<file path="config.mk">
export PLATFORM = sky130hd
export DESIGN_NAME = beam_capture_scheduler_flat
export DESIGN_NICKNAME = d
export VERILOG_FILES = /design/src/rtl/beam_capture_scheduler_if.sv /design/src/rtl/beam_capture_scheduler.sv /design/src/flat_wrapper.sv
export SDC_FILE = /design/constraint.sdc
export NUM_CORES = 1
export LEC_CHECK = 0
export ABC_AREA = 0
export CORE_MARGIN = 2
export CORE_UTILIZATION = 55
export CTS_CLUSTER_SIZE = 20
export DETAILED_ROUTE_END_ITERATION = 8
export DONT_BUFFER_PORTS = 1
export PLACE_DENSITY = 0.7
export SYNTH_ARGS = -nofsm -noshare
export SYNTH_HDL_FRONTEND = slang
export SYNTH_SLANG_ARGS = --single-unit
</file>
<file path="constraint.sdc">
create_clock -name clk -period 3.8 [get_ports clk]
set_input_delay 0.76 -clock clk [delete_from_list [all_inputs] [get_ports clk]]
set_output_delay 0.76 -clock clk [all_outputs]
set_load 0.02 [all_outputs]
</file>
<file path="src/rtl/beam_capture_scheduler_if.sv">
// beam_capture_scheduler_if
//   Bundles the three data paths of the capture scheduler:
//     - beamformer sample input (sample_valid / sample_data)
//     - result RAM port (ram_addr, ram_wdata, ram_wren, ram_rden, ram_q)
//     - UART byte stream (tx_data, tx_valid, tx_ready)
//   master : the scheduler side (drives RAM control and the tx stream)
//   slave  : the environment side (beamformer, RAM, UART)
interface beam_capture_scheduler_if #(
    parameter int unsigned DATA_W = 40,
    parameter int unsigned ADDR_W = 10
);
    logic              sample_valid;
    logic [DATA_W-1:0] sample_data;
    logic [ADDR_W-1:0] ram_addr;
    logic [DATA_W-1:0] ram_wdata;
    logic              ram_wren;
    logic              ram_rden;
    logic [DATA_W-1:0] ram_q;
    logic [7:0]        tx_data;
    logic              tx_valid;
    logic              tx_ready;

    modport master (
        input  sample_valid, sample_data, ram_q, tx_ready,
        output ram_addr, ram_wdata, ram_wren, ram_rden, tx_data, tx_valid
    );

    modport slave (
        output sample_valid, sample_data, ram_q, tx_ready,
        input  ram_addr, ram_wdata, ram_wren, ram_rden, tx_data, tx_valid
    );
endinterface

</file>
<file path="src/rtl/beam_capture_scheduler.sv">
// beam_capture_scheduler
//   Sequences one beamformer acquisition: on arm, writes the burst of valid
//   samples into the result RAM, then streams the RAM out as a framed byte
//   stream: SYNC, count[15:8], count[7:0], each word LSB byte first, then an
//   XOR checksum over every byte after SYNC.
// Ports
//   clk, rst_n  : clock, asynchronous active-low reset
//   locked      : PLL lock; low aborts the frame back to IDLE
//   arm         : single-cycle start request (honoured only in IDLE)
//   bus         : sample input, RAM port and UART byte stream (master side)
//   busy        : high in every state except IDLE and DONE
//   done        : one-cycle pulse (DONE state) after the checksum byte transfers
//   overflow    : sticky, set when the capture fills the RAM; cleared on arm
//   word_count  : words captured in the current / last frame
module beam_capture_scheduler #(
    parameter int unsigned DATA_W    = 40,
    parameter int unsigned ADDR_W    = 10,
    parameter int unsigned RD_LAT    = 2,
    parameter logic [7:0]  SYNC_BYTE = 8'hA5
) (
    input  logic                     clk,
    input  logic                     rst_n,
    input  logic                     locked,
    input  logic                     arm,
    beam_capture_scheduler_if.master bus,
    output logic                     busy,
    output logic                     done,
    output logic                     overflow,
    output logic [ADDR_W:0]          word_count
);

    localparam int unsigned   NBYTES = DATA_W / 8;
    localparam logic [ADDR_W:0] DEPTH = {1'b1, {ADDR_W{1'b0}}};

    typedef enum logic [3:0] {
        S_IDLE,
        S_WAIT_SAMP,
        S_CAPTURE,
        S_RD_REQ,
        S_RD_WAIT,
        S_SEND_HDR,
        S_SEND_WORD,
        S_SEND_CSUM,
        S_DONE
    } state_t;

    state_t            state_q, state_d;
    logic [ADDR_W:0]   word_count_q, word_count_d;
    logic              overflow_q, overflow_d;
    logic [ADDR_W:0]   rd_addr_q, rd_addr_d;
    logic [7:0]        byte_idx_q, byte_idx_d;
    logic [7:0]        wait_cnt_q, wait_cnt_d;
    logic [DATA_W-1:0] word_q, word_d;
    logic [7:0]        csum_q, csum_d;

    logic [ADDR_W-1:0] ram_addr_c;
    logic [DATA_W-1:0] ram_wdata_c;
    logic              ram_wren_c;
    logic              ram_rden_c;
    logic              tx_valid_c;
    logic [7:0]        tx_byte_c;
    logic [15:0]       count16;
    logic [ADDR_W:0]   wc_inc;

    assign count16 = 16'(word_count_q);
    assign wc_inc  = word_count_q + 1'b1;

    always_comb begin
        state_d      = state_q;
        word_count_d = word_count_q;
        overflow_d   = overflow_q;
        rd_addr_d    = rd_addr_q;
        byte_idx_d   = byte_idx_q;
        wait_cnt_d   = wait_cnt_q;
        word_d       = word_q;
        csum_d       = csum_q;
        ram_addr_c   = '0;
        ram_wdata_c  = '0;
        ram_wren_c   = 1'b0;
        ram_rden_c   = 1'b0;
        tx_valid_c   = 1'b0;
        tx_byte_c    = '0;

        case (state_q)
            S_IDLE: begin
                if (arm) begin
                    state_d      = S_WAIT_SAMP;
                    word_count_d = '0;
                    overflow_d   = 1'b0;
                    rd_addr_d    = '0;
                    byte_idx_d   = '0;
                    csum_d       = '0;
                end
            end

            S_WAIT_SAMP, S_CAPTURE: begin
                if (bus.sample_valid) begin
                    ram_wren_c   = 1'b1;
                    ram_addr_c   = word_count_q[ADDR_W-1:0];
                    ram_wdata_c  = bus.sample_data;
                    word_count_d = wc_inc;
                    state_d      = S_CAPTURE;
                    // Leave on the write that fills the RAM so the address never wraps.
                    if (wc_inc == DEPTH) begin
                        overflow_d = 1'b1;
                        state_d    = S_SEND_HDR;
                    end
                end else if (state_q == S_CAPTURE) begin
                    state_d = S_SEND_HDR;
                end
            end

            S_SEND_HDR: begin
                tx_valid_c = 1'b1;
                case (byte_idx_q)
                    8'd0:    tx_byte_c = SYNC_BYTE;
                    8'd1:    tx_byte_c = count16[15:8];
                    default: tx_byte_c = count16[7:0];
                endcase
                if (bus.tx_ready) begin
                    if (byte_idx_q != 8'd0) begin
                        csum_d = csum_q ^ tx_byte_c;
                    end
                    if (byte_idx_q == 8'd2) begin
                        byte_idx_d = '0;
                        rd_addr_d  = '0;
                        state_d    = S_RD_REQ;
                    end else begin
                        byte_idx_d = byte_idx_q + 8'd1;
                    end
                end
            end

            S_RD_REQ: begin
                ram_rden_c = 1'b1;
                ram_addr_c = rd_addr_q[ADDR_W-1:0];
                wait_cnt_d = '0;
                state_d    = S_RD_WAIT;
            end

            S_RD_WAIT: begin
                ram_addr_c = rd_addr_q[ADDR_W-1:0];
                if (wait_cnt_q == 8'(RD_LAT - 1)) begin
                    word_d     = bus.ram_q;
                    byte_idx_d = '0;
                    state_d    = S_SEND_WORD;
                end else begin
                    wait_cnt_d = wait_cnt_q + 8'd1;
                end
            end

            S_SEND_WORD: begin
                // The word register shifts down one byte per transfer, so the
                // current byte is always in the low lane.
                tx_valid_c = 1'b1;
                tx_byte_c  = word_q[7:0];
                if (bus.tx_ready) begin
                    csum_d = csum_q ^ tx_byte_c;
                    word_d = word_q >> 8;
                    if (byte_idx_q == 8'(NBYTES - 1)) begin
                        byte_idx_d = '0;
                        if (rd_addr_q + 1'b1 == word_count_q) begin
                            state_d = S_SEND_CSUM;
                        end else begin
                            rd_addr_d = rd_addr_q + 1'b1;
                            state_d   = S_RD_REQ;
                        end
                    end else begin
                        byte_idx_d = byte_idx_q + 8'd1;
                    end
                end
            end

            S_SEND_CSUM: begin
                tx_valid_c = 1'b1;
                tx_byte_c  = csum_q;
                if (bus.tx_ready) begin
                    state_d = S_DONE;
                end
            end

            S_DONE: begin
                state_d = S_IDLE;
            end

            default: begin
                state_d = S_IDLE;
            end
        endcase

        // Loss of lock abandons the frame: outputs drop this cycle, IDLE next.
        if (!locked) begin
            state_d      = S_IDLE;
            word_count_d = word_count_q;
            overflow_d   = overflow_q;
            ram_wren_c   = 1'b0;
            ram_rden_c   = 1'b0;
            tx_valid_c   = 1'b0;
        end
    end

    always_ff @(posedge clk or negedge rst_n) begin
        if (!rst_n) begin
            state_q      <= S_IDLE;
            word_count_q <= '0;
            overflow_q   <= 1'b0;
            rd_addr_q    <= '0;
            byte_idx_q   <= '0;
            wait_cnt_q   <= '0;
            word_q       <= '0;
            csum_q       <= '0;
        end else begin
            state_q      <= state_d;
            word_count_q <= word_count_d;
            overflow_q   <= overflow_d;
            rd_addr_q    <= rd_addr_d;
            byte_idx_q   <= byte_idx_d;
            wait_cnt_q   <= wait_cnt_d;
            word_q       <= word_d;
            csum_q       <= csum_d;
        end
    end

    assign bus.ram_addr  = ram_addr_c;
    assign bus.ram_wdata = ram_wdata_c;
    assign bus.ram_wren  = ram_wren_c;
    assign bus.ram_rden  = ram_rden_c;
    assign bus.tx_valid  = tx_valid_c;
    assign bus.tx_data   = tx_valid_c ? tx_byte_c : 8'h00;

    assign busy       = (state_q != S_IDLE) && (state_q != S_DONE);
    assign done       = (state_q == S_DONE);
    assign overflow   = overflow_q;
    assign word_count = word_count_q;

endmodule

</file>
<file path="src/flat_wrapper.sv">
// flat-port wrapper written by rule: the top's interface ports become plain ports
module beam_capture_scheduler_flat 
#(
    parameter int unsigned DATA_W    = 40,
    parameter int unsigned ADDR_W    = 10,
    parameter int unsigned RD_LAT    = 2,
    parameter logic [7:0]  SYNC_BYTE = 8'hA5
)
  (clk, rst_n, locked, arm, busy, done, overflow, word_count, bus_sample_valid, bus_sample_data, bus_ram_q, bus_tx_ready, bus_ram_addr, bus_ram_wdata, bus_ram_wren, bus_ram_rden, bus_tx_data, bus_tx_valid);
  beam_capture_scheduler_if #(.DATA_W(DATA_W), .ADDR_W(ADDR_W)) bus_i ();
  input  logic clk;
  input  logic rst_n;
  input  logic locked;
  input  logic arm;
  output logic busy;
  output logic done;
  output logic overflow;
  output logic [ADDR_W:0] word_count;
  input wire logic [$bits(bus_i.sample_valid)-1:0] bus_sample_valid;
  input wire logic [$bits(bus_i.sample_data)-1:0] bus_sample_data;
  input wire logic [$bits(bus_i.ram_q)-1:0] bus_ram_q;
  input wire logic [$bits(bus_i.tx_ready)-1:0] bus_tx_ready;
  output wire logic [$bits(bus_i.ram_addr)-1:0] bus_ram_addr;
  output wire logic [$bits(bus_i.ram_wdata)-1:0] bus_ram_wdata;
  output wire logic [$bits(bus_i.ram_wren)-1:0] bus_ram_wren;
  output wire logic [$bits(bus_i.ram_rden)-1:0] bus_ram_rden;
  output wire logic [$bits(bus_i.tx_data)-1:0] bus_tx_data;
  output wire logic [$bits(bus_i.tx_valid)-1:0] bus_tx_valid;
  assign bus_i.sample_valid = bus_sample_valid;
  assign bus_i.sample_data = bus_sample_data;
  assign bus_i.ram_q = bus_ram_q;
  assign bus_i.tx_ready = bus_tx_ready;
  assign bus_ram_addr = bus_i.ram_addr;
  assign bus_ram_wdata = bus_i.ram_wdata;
  assign bus_ram_wren = bus_i.ram_wren;
  assign bus_ram_rden = bus_i.ram_rden;
  assign bus_tx_data = bus_i.tx_data;
  assign bus_tx_valid = bus_i.tx_valid;
  beam_capture_scheduler #(.DATA_W(DATA_W), .ADDR_W(ADDR_W), .RD_LAT(RD_LAT), .SYNC_BYTE(SYNC_BYTE)) u_core (.clk(clk), .rst_n(rst_n), .locked(locked), .arm(arm), .bus(bus_i), .busy(busy), .done(done), .overflow(overflow), .word_count(word_count));
endmodule
</file>
==> metrics.md <==
| Metric | Value |
|---|---|
| Status | `complete, no violations` |
| CP endpoint kind | `output port` |
| Fill count | `927` |
| Post-DP HPWL | `11510 um` |
| Net Switching | `~1.2 mW` |
| Seq pwr share | `0.460` |
| Clk buf depth | `2` |
| Internal Power | `1.758 mW` |
| CTS H-Tree Depth | `3` |
| Final cell count without fillers | `just under 800` |
| Initial antenna violation count | `2` |
| Cts bufs inserted | `9` |
| Final Hold Viols | `0` |
| Worst Path Max Fanout | `5` |
| Max transition margin | `0.4405` |
| RR Startpoint | `u_core.rd_addr_q[0]` |
| Clock power frac | `0.210` |
| Yosys reg bits | `just over 90` |
| 1st-pass router iterations | `5` |
| DP Cell Count | `778` |
| Core Util, Final | `0.5916` |
| Peak Freq | `between 0.2 and 0.3 GHz` |
| Total number of vias | `between 5000 and 6000` |
| HP Class | `in -> async` |
| Number of setup buffers added after CTS | `0` |
| WL/cell | `between 20 and 25 um` |
| Critical path arrival | `2.77 ns` |
| Async SR Flop Fraction | `1.000` |
| Synth Flop Type | `dfrtp_1` |
| Clock sinks | `a little over 90` |
| Post-synth cell types | `67` |
| Fin nets | `about 750` |
| 1st-iter DRT viols | `between 300 and 400` |
| Root Buffer | `clkbuf_8` |
| Largest net degree at the start of global routing | `about 90` |
| Tmin final | `between 3 and 4 ns` |
| CTS resizes | `0` |
| Net Sw Frac | `0.4045` |
| Core area | `0.01032 mm2` |
| Layout area overhead | `4.788%` |
| Maxcap violations | `0` |
| Hold Buf Count CTS | `0` |
| Pwr dens | `483.5 mW/mm2` |
| Total Die Area | `approximately 0.011 mm2` |
| Width of the die | `approximately 110 um` |
| Number of port buffers | `0` |
| Commonest cells after routing, fill and taps aside | `dfrtp_1, o21ai_0, nand2_1, nor2_1, and2_1` |
| Num ports | `161` |
| Crit-path max cell delay | `~0.6 ns` |
| GRT Overall Usage | `0.2793` |
| Global-route wire length before repair | `25070 um` |
| Starting density of the core | `0.5645` |
| Peak VDD IR | `between 0.2 and 0.3 mV` |
| Pre-CTS setup slack | `0.6813 ns` |
| Chip height | `106.9 um` |
| CP Class | `reg -> out` |
| CTS tree | `built` |
| Syn_nets | `around 770` |
| Setup crit start kind | `flop` |
| CP max-delay cell | `or4_4` |
| Worst-path clk slew | `roughly 0.10 ns` |
| Unrepaired setup endpoints after global routing | `no` |
| Final ANT Viol Nets | `0` |
| Worst-Margin Slew | `~0.83 ns` |
| DRC | `0` |
| Finish-stage setup viols | `0` |
| Critical Path RT | `a little over 3 ns` |
| Share of cells above drive strength 1 | `0.08055` |
| GP Congestion | `a little over 0.9` |
| Comb pwr share | `0.330` |
| Final Worst Setup Slack | `~0.27 ns` |
| Final Cycle Share | `0.9284` |
| Final Power | `roughly 3 mW` |
| Crit path launch | `u_core.byte_idx_q[4]` |
| Vias in the first global route | `approximately 4800` |
| Grt ovf | `0` |
| Syn avg cell area | `~8.6 um2` |
| Clock Skews | `0.01128 ns` |
| Number of synthesized flops with an enable pin | `0` |
| Critical Path, Cell by Cell | `or4_4 -> or4b_4 -> o22ai_1 -> o211ai_1 -> a21oi_1` |
| Skew-Pair Late Insertion Delay | `between 0.3 and 0.4 ns` |
| Number of synthesis warnings | `0` |
| Mapped Area | `about 0.0058 mm2` |
| TNS Setup | `0 ns` |
| Commonest non-fill, non-tap cell in the layout | `dfrtp_1` |
| Post-synthesis instance total | `just under 700` |
| Leak | `approximately 2.8 nW` |
| Row count | `37` |
| Sequential element share of the synthesized area | `0.3907` |
| Vias per inst | `~6.4` |
| Routed WL | `around 16000 um` |
| Slew Limit Fails | `0` |
-- state kept, by name (all words and copies together), names as in the netlist --
signal and cells:
u_core.byte_idx_q 8, u_core.csum_q 8, u_core.word_count 11, u_core.rd_addr_q 11
u_core.wait_cnt_q 8, u_core.overflow 1, u_core.state_q 4, u_core.word_q 40
-- synth_stat cells, drive strengths merged, types with 16 or more instances --
cell | count | area (um2)
inv | 16 | 60.06
nor2 | 57 | 214.0
buf | 18 | 91.33
nand3 | 18 | 95.09
mux2i | 36 | 360.4
a22o | 21 | 183.9
and2 | 47 | 296.5
a21oi | 24 | 120.1
clkbuf | 34 | 127.6
o21ai | 84 | 424.2
dfrtp | 91 | 2277
nand2 | 70 | 262.8
-- worst paths after layout --
kind | slack, ns | cells past startpoint | to
worst max-delay path | 0.27 | 5 | bus_tx_data[1]
worst min-delay path | 0.08 | 0 | u_core.rd_addr_q[4]
worst max register to register | 0.84 | 9 | u_core.rd_addr_q[8]
worst min register to register | 0.49 | 2 | u_core.word_q[10]
max in group asynchronous | 3.54 | 0 | u_core.overflow
min in group clk | 0.49 | 2 | u_core.word_q[10]
-- through the flow --
step | hold slack (ns) | area [um2]
2_1_floorplan | 0.4474 | 5828
3_3_place_gp | 0.4604 | 5929
6_report | 0.07798 | 6107
3_5_place_dp | 0.4687 | 5929
5_1_grt | 0.05158 | 6107
4_1_cts | 0.06409 | 6105
-- cells by family after synthesis --
family / Yosys count / share of synthesized area
buf+inv: 68 / 0.04787
simple gates: 268 / 0.2407
xor+xnor: 24 / 0.03607
flops: 91 / 0.3907
fa+ha+maj: 9 / 0.01889
mux: 37 / 0.06376
compound gates: 181 / 0.2020
-- layer usage --
layer / track usage / vias up / routed length [um]
li1: - / 2360 / -
met1: 0.3714 / 2472 / 6648
met2: 0.4258 / 213 / 7454
met3: 0.09483 / 34 / 1390
met4: 0.1002 / 2 / 401
met5: 0 / - / 7
-- power by group through the flow --
stage | logic [mW] | clock network [mW] | registers, mW
floorplan | 0.829 | 0 | 1.28
global placement | 0.934 | 0 | 1.36
detailed placement | 0.968 | 0 | 1.37
CTS | 0.971 | 0.629 | 1.36
global route | 1.08 | 0.674 | 1.38
finish | 0.974 | 0.620 | 1.36
-- worst max-delay path, delay by kind of cell, from the launching register on --
kind	cells	cell delay, ns
flip-flops	1	0.43
AND/OR/NAND/NOR	2	1.16
AO/OA/AOI/OAI	3	0.81
-- layout make-up --
cell class	instances	area, um2	share of cell area
Timing Repair Buffer	16	120.1	0.01967
Multi-Input combinational cell	519	3302	0.5407
Sequential cell	91	2277	0.3729
Clock buffer	10	127.6	0.02090
Clock inverter	6	47.55	0.007785
Antenna cell	1	2.502	0.0004098
Tap cell	136	170.2	0.02786
Inverter	16	60.06	0.009834
Note: power is estimated with default switching activity, not from simulation.
